<file path="src/rtl/multicycle_controller.sv">
// multicycle_controller: main control FSM for the multicycle RV32I core.
// Drives every register enable (PC, IR/OldPC, register file, data memory)
// and the datapath mux selects. Outputs are Moore-decoded from state except
// pc_write in BEQ (gated by zero) and alu_control (state + funct fields).
// Optional feature macro: ILLEGAL_TRAP_EN -- unknown opcodes enter an
// absorbing TRAP state and an extra 'illegal' output is provided.
module multicycle_controller #(
  parameter int unsigned MEM_LATENCY = 0
) (
  input  logic       clock,
  input  logic       reset,
  input  logic [6:0] op,
  input  logic [2:0] funct3,
  input  logic       funct7b5,
  input  logic       zero,
  output logic       pc_write,
  output logic       adr_src,
  output logic       mem_write,
  output logic       ir_write,
  output logic [1:0] result_src,
  output logic [1:0] alu_src_a,
  output logic [1:0] alu_src_b,
  output logic [2:0] alu_control,
  output logic [1:0] imm_src,
  output logic       reg_write,
  output logic [3:0] state_dbg
`ifdef ILLEGAL_TRAP_EN
  ,
  output logic       illegal
`endif
);

  typedef enum logic [3:0] {
    S_FETCH    = 4'd0,
    S_DECODE   = 4'd1,
    S_MEMADR   = 4'd2,
    S_MEMREAD  = 4'd3,
    S_MEMWB    = 4'd4,
    S_MEMWRITE = 4'd5,
    S_EXECUTER = 4'd6,
    S_EXECUTEI = 4'd7,
    S_ALUWB    = 4'd8,
    S_BEQ      = 4'd9,
    S_JAL      = 4'd10,
    S_TRAP     = 4'd11
  } state_t;

  localparam logic [6:0] OP_LOAD  = 7'b0000011;
  localparam logic [6:0] OP_STORE = 7'b0100011;
  localparam logic [6:0] OP_RTYPE = 7'b0110011;
  localparam logic [6:0] OP_ITYPE = 7'b0010011;
  localparam logic [6:0] OP_BEQ   = 7'b1100011;
  localparam logic [6:0] OP_JAL   = 7'b1101111;

  localparam logic [3:0] LAT = 4'(MEM_LATENCY);

  state_t     r_state;
  state_t     w_next;
  logic [3:0] r_wait;
  logic [3:0] w_wait_nxt;
  logic       w_last;
  logic       w_wait_state;
  logic [2:0] w_alu_dec;

  // Memory-facing states hold until the wait counter reaches MEM_LATENCY.
  assign w_wait_state = (r_state == S_FETCH) || (r_state == S_MEMREAD);
  assign w_last       = (r_wait == LAT);
  assign w_wait_nxt   = (w_wait_state && !w_last) ? r_wait + 4'd1 : 4'd0;
  assign state_dbg    = r_state;

  // State and wait counter; reset drops straight back to FETCH.
  always_ff @(posedge clock or posedge reset) begin
    if (reset) begin
      r_state <= S_FETCH;
      r_wait  <= 4'd0;
    end else begin
      r_state <= w_next;
      r_wait  <= w_wait_nxt;
    end
  end

  // Next-state decode.
  always_comb begin
    w_next = S_FETCH;
    case (r_state)
      S_FETCH:    w_next = w_last ? S_DECODE : S_FETCH;
      S_DECODE: begin
        case (op)
          OP_LOAD, OP_STORE: w_next = S_MEMADR;
          OP_RTYPE:          w_next = S_EXECUTER;
          OP_ITYPE:          w_next = S_EXECUTEI;
          OP_BEQ:            w_next = S_BEQ;
          OP_JAL:            w_next = S_JAL;
`ifdef ILLEGAL_TRAP_EN
          default:           w_next = S_TRAP;
`else
          default:           w_next = S_FETCH;
`endif
        endcase
      end
      S_MEMADR:   w_next = (op == OP_LOAD) ? S_MEMREAD : S_MEMWRITE;
      S_MEMREAD:  w_next = w_last ? S_MEMWB : S_MEMREAD;
      S_MEMWB:    w_next = S_FETCH;
      S_MEMWRITE: w_next = S_FETCH;
      S_EXECUTER: w_next = S_ALUWB;
      S_EXECUTEI: w_next = S_ALUWB;
      S_ALUWB:    w_next = S_FETCH;
      S_BEQ:      w_next = S_FETCH;
      S_JAL:      w_next = S_ALUWB;
`ifdef ILLEGAL_TRAP_EN
      S_TRAP:     w_next = S_TRAP;
`endif
      default:    w_next = S_FETCH;
    endcase
  end

  // ALU operation for R/I-type execute; sub only for R-type with funct7[5].
  always_comb begin
    w_alu_dec = 3'b000;
    case (funct3)
      3'b000:  w_alu_dec = ((r_state == S_EXECUTER) && funct7b5) ? 3'b001 : 3'b000;
      3'b010:  w_alu_dec = 3'b101;
      3'b110:  w_alu_dec = 3'b011;
      3'b111:  w_alu_dec = 3'b010;
      default: w_alu_dec = 3'b000;
    endcase
  end

  // Per-state output decode; anything not driven by a state stays 0.
  always_comb begin
    pc_write    = 1'b0;
    adr_src     = 1'b0;
    mem_write   = 1'b0;
    ir_write    = 1'b0;
    result_src  = 2'b00;
    alu_src_a   = 2'b00;
    alu_src_b   = 2'b00;
    alu_control = 3'b000;
    reg_write   = 1'b0;
    case (r_state)
      S_FETCH: begin
        alu_src_b  = 2'b10;
        result_src = 2'b10;
        pc_write   = w_last;
        ir_write   = w_last;
      end
      S_DECODE: begin
        alu_src_a = 2'b01;
        alu_src_b = 2'b01;
      end
      S_MEMADR: begin
        alu_src_a = 2'b10;
        alu_src_b = 2'b01;
      end
      S_MEMREAD:  adr_src = 1'b1;
      S_MEMWB: begin
        result_src = 2'b01;
        reg_write  = 1'b1;
      end
      S_MEMWRITE: begin
        adr_src   = 1'b1;
        mem_write = 1'b1;
      end
      S_EXECUTER: begin
        alu_src_a   = 2'b10;
        alu_control = w_alu_dec;
      end
      S_EXECUTEI: begin
        alu_src_a   = 2'b10;
        alu_src_b   = 2'b01;
        alu_control = w_alu_dec;
      end
      S_ALUWB:    reg_write = 1'b1;
      S_BEQ: begin
        alu_src_a   = 2'b10;
        alu_control = 3'b001;
        pc_write    = zero;
      end
      S_JAL: begin
        alu_src_a = 2'b01;
        alu_src_b = 2'b10;
        pc_write  = 1'b1;
      end
      default: ;
    endcase
  end

  // Immediate format follows the opcode directly.
  always_comb begin
    imm_src = 2'b00;
    case (op)
      OP_STORE: imm_src = 2'b01;
      OP_BEQ:   imm_src = 2'b10;
      OP_JAL:   imm_src = 2'b11;
      default:  imm_src = 2'b00;
    endcase
  end

`ifdef ILLEGAL_TRAP_EN
  assign illegal = (r_state == S_TRAP);
`endif

endmodule

</file>
<file path="config.mk">
export PLATFORM = sky130hd
export DESIGN_NAME = multicycle_controller
export DESIGN_NICKNAME = d
export VERILOG_FILES = /design/src/rtl/multicycle_controller.sv
export SDC_FILE = /design/constraint.sdc
export NUM_CORES = 1
export LEC_CHECK = 0
export ABC_AREA = 1
export BUFFER_PORTS_ARGS = -buffer_cell sky130_fd_sc_hd__buf_2
export CAP_MARGIN = 30
export CORE_ASPECT_RATIO = 1.1
export CORE_MARGIN = 3
export CORE_UTILIZATION = 42
export DETAILED_ROUTE_END_ITERATION = 10
export PLACE_DENSITY = 0.75
export SYNTH_ARGS = -nofsm -noshare
export SYNTH_HDL_FRONTEND = slang
export SYNTH_SLANG_ARGS = --single-unit
</file>
<file path="constraint.sdc">
create_clock -name clock -period 1.37 [get_ports clock]
set_clock_uncertainty 0.05 [all_clocks]
set_input_delay 0.274 -clock clock [delete_from_list [all_inputs] [get_ports clock]]
set_output_delay 0.274 -clock clock [all_outputs]
set_load 0.05 [all_outputs]
</file>
==> results of run 1 <==
[stage by stage]
step	area (µm²)	utilization (%)	hold slack [ps]	setup slack (ps)	TNS, ps
2_1_floorplan	736	-	39.4	-451	-4210
3_3_place_gp	1130	79.7	173	-179	-1770
3_5_place_dp	1130	79.7	181	-243	-2250
[synth_stat cells, drive strengths merged]
| cell | number | area (µm²) |
|---|---|---|
| nand3 | 9 | 45.0 |
| a21oi | 5 | 25.0 |
| or2 | 1 | 6.26 |
| inv | 21 | 78.8 |
| dfrtp | 8 | 200 |
| ha | 2 | 25.0 |
| nand2 | 21 | 83.8 |
| and3 | 2 | 12.5 |
| o211ai | 1 | 7.51 |
| xnor2 | 1 | 8.76 |
| nor2 | 28 | 120 |
| nand3b | 1 | 7.51 |
| o21ai | 4 | 23.8 |
| xor2 | 1 | 8.76 |
[cells by family after synthesis]
logic type,Yosys count,synth area share (%)
adders and majority gates,2,3.83
buffers and inverters,21,12.1
DFF,8,30.7
AOI/OAI and AO/OA,10,8.62
xor gates and xnor gates,2,2.68
and+or+nand+nor,62,42.1
==> impl_metrics.yaml, run 1 <==
placed_design:
  dp_hpwl_um: 1690
  place_inst: 182
  port_buffers: 33
  place_congestion: 0.816
status:
  status: "aborted with a tool error"
  haltStage: "4_1_cts"
  tool.error: "[ERROR DPL-0038] Utilization greater than 100%, impossible to legalize"
yosys:
  seq_area_frac_synth_pct: 30.7
  yosys_warnings: 0
  synth_cell_types: 19
  synth_seq_cells: 8
  syn-num-nets: 121
  syn-mean-instance-area_um2: 6.22
  synthesis.area_um2: 653
  syn_inst: 105
clocking:
  ctsResizeCount: 74
  clockBufferDepth: 2
  hold_buffers: 1
  cts_setup_buffers: 5
  cts.htree.levels: 1
  cts_buffers: 3
  root_buffer: "clkbuf_4"
  cts_sinks: 8
floorplan:
  ios: 34
  rows: 14
  die_w_um: 43.6
  die_y_um: 47.4
  start_util_pct: 46.0
==> run 2, diff against run 1 <==
- CORE_AREA: not set -> 3 3 64 66
- CORE_ASPECT_RATIO: 1.1 -> not set
- CORE_MARGIN: 3 -> not set
- CORE_UTILIZATION: 42 -> not set
- DIE_AREA: not set -> 0 0 67 69
- PLACE_DENSITY: 0.75 -> not set
- PLACE_DENSITY_LB_ADDON: not set -> 0.15
==> run 2 against run 1 <==
Net effect:
- the flow now finishes, with violations (negative setup slack)
- synthesized cell count unchanged
- synthesized area did not move
==> impl_metrics.yaml, run 2 <==
status:
  status: "complete, but fails checks"
  violations: "negative setup slack"
grt:
  grt_pass1_wl_um: 4080
  grt_max_degree: 9
  grt_remaining_overflow: 0
  grt_pass1_vias: 970
  grt_usage_pct: 10.9
  antenna_found_initial: 0
yosys:
  synthTopCellsByArea: "dfrtp_1 (31%), nor2_1 (13%), inv_1 (11%), nand2_1 (11%), nand3_1 (6.9%)"
  synth.most_common_cell: "nor2_1"
  synth_edf_count: 0
  seq_area_frac_synth_pct: 30.7
  synth_top_cell_area_share_pct: 30.7
  synthFlopType: "dfrtp_1"
  syn_inst: 105
  synthesis.area_um2: 653
  async_flop_share_pct: 100
  syn-mean-instance-area_um2: 6.22
  synthTopCellsByCount: "nor2_1 (22), inv_1 (19), nand2_1 (19)"
  yosys_warnings: 0
  synth_seq_cells: 8
  synth_largest_area_cell: "dfrtp_1"
  syn-num-nets: 121
  synth_cell_types: 19
critical_path:
  crit_required_ps: 1050
  cp_slowest_cell: "dfrtp_2"
  cp_cell_sequence: "buf_4 -> nand2_4 -> nor2_4 -> buf_4 -> nor2_1 -> nand2_2 -> buf_8"
  cp_max_fo: 4
  crit_path_end_kind: "primary output"
  crit_top_cell: "buf_4"
  cp.buffers_inverters: 3
  arrival_ps: 1390
  start_kind: "flop"
  critical_path_class: "flop to primary output"
  critical-path-top-delay-family: "buffers and inverters"
  cp_slowest_stage_delay_ps: 420
placed_design:
  place_ws_ps: -221
  placed_area_um2: 1220
  dp_hpwl_um: 1850
  port_buffers: 33
  place_congestion: 0.746
floorplan:
  fp.coreArea_um2: 3630
  die-area_um2: 4620
  die_w_um: 67
  rows: 22
  ios: 34
  start_util_pct: 18.0
  die_y_um: 69
clocking:
  clockBufferDepth: 2
  cts.htree.levels: 1
  clk_pin_slew_ps: 50
  insertion_delay_ps: 230
  cts_sinks: 8
  root_buffer: "clkbuf_8"
  cts_tree: "yes"
  cts_buffers: 3
cells_and_area:
  layout_commonest_cell: "buf_4"
  area_growth_pct: 153
  antenna_cells: 0
  fillCellCount: 379
  final_nets: 203
  final_cell_mix: "buf_4 (40), nor2_1 (13), buf_6 (13)"
  fin_area_um2: 1650
  drive_gt1_share_pct: 73.7
sta:
  timing.setup.tns_ps: -4230
  relSlewSlack_pct: 78.5
  min_period_over_period_pct: 125
  rsz0062_at_grt: "true"
  setup_viol: 22
  period_needed_ps: 1720
  worstMarginPinSlew_ps: 322
  hold_viol_final: 0
  maxSlewViolCount: 0
  layout_setup_ws_ps: -349
  max_freq_mhz: 582
hold_path:
  hp-class: "input pin to flop"
pwr:
  peakVddDrop_mv: 0.545
  p_leak_nw: 0.810
  power.density_nw_per_um2: 1350
  total_power_w: 0.00223
routing:
  viasPerCell: 4.06
  drt-pass1-iter-count: 2
  via_count: 949
  drc: 0
  drt-initial-drc-count: 10
  routedWlPerCell_um: 10.5
  ant_nets: 0
  routed_wl_um: 2450
run:
  cap_violations: 0
==> run 2: cell counts after synthesis <==
Identical to the previous run, type by type.
==> run 2: worst paths after layout <==
| kind | depth (start not counted) | to | from | slack (ps) |
|---|---|---|---|---|
| setup / recovery | 7 | alu_src_a[1] | state_dbg[2] | -350 |
| min in group asynchronous | 3 | state_dbg[1] | reset | 490 |
| hold / removal | 5 | state_dbg[0] | op[5] | 420 |
| setup reg to reg | 8 | state_dbg[0] | state_dbg[2] | -20 |
| max in group asynchronous | 3 | state_dbg[2] | reset | 520 |
| hold reg to reg | 2 | r_wait[0] | r_wait[0] | 480 |
==> run 2: worst reg2reg max path: cells and delay by family, from the launching register on <==
kind / cells / cell delay [ps]
buffers and inverters: 3 / 370
and+or+nand+nor: 5 / 470
DFF: 1 / 420
==> run 2: area by class of cell <==
class	instances	area, µm²	area share (%)
Timing Repair Buffer	77	692	41.9
Sequential cell	8	205	12.4
Inverter	21	87.6	5.30
Multi-Input combinational cell	76	562	34.0
Tap cell	48	60.1	3.64
Clock buffer	4	45.0	2.73
==> run 2: stage by stage <==
stage | hold WS (ps) | std cells | utilization, %
2_1_floorplan | 39.4 | 105 | -
3_3_place_gp | 187 | 220 | 33.5
3_5_place_dp | 192 | 220 | 33.5
4_1_cts | 415 | 233 | 42.3
5_1_grt | 454 | 234 | 45.5
6_report | 416 | 234 | 45.5
==> run 2: report_power, final <==
group	switching (W)	leakage, nW	internal (W)
sequential	0.0000422	0.103	0.000259
clock	0.0000917	0.0228	0.000202
combinational	0.000902	0.684	0.000734
total	0.00104	0.810	0.00119
==> run 2: metal layers <==
metal  share of wire [%]  track usage [%]  up-vias  wire length (µm)
li1                    -                -      484                 -
met1                  39             13.2      439               965
met2                  56             19.7       22              1380
met3                 2.9             1.14        4                72
met4                 1.4             3.38        0                34
met5                   0                0        -                 0
==> run 2: logic make-up (layout without fill, tap and decap cells) <==
logic type / after synthesis / after routing / share of synthesized area (%)
XOR/XNOR: 2 / 2 / 2.68
adder cells (fa/ha/maj): 2 / 2 / 3.83
buffers and inverters: 21 / 102 / 12.1
AO/OA/AOI/OAI: 10 / 10 / 8.62
AND/OR/NAND/NOR: 62 / 62 / 42.1
flip-flops: 8 / 8 / 30.7
==> run 2: repair_timing <==
action / in CTS / in global routing
buffers inserted: 8 / 3
endpoints found under the hold margin: 8 / 0
resized for setup: 64 / 36
endpoints found under the setup margin: 23 / 26
pin swaps: 9 / 10
hold buffers: 1 / 0
Power figures use the tool's default switching activity.
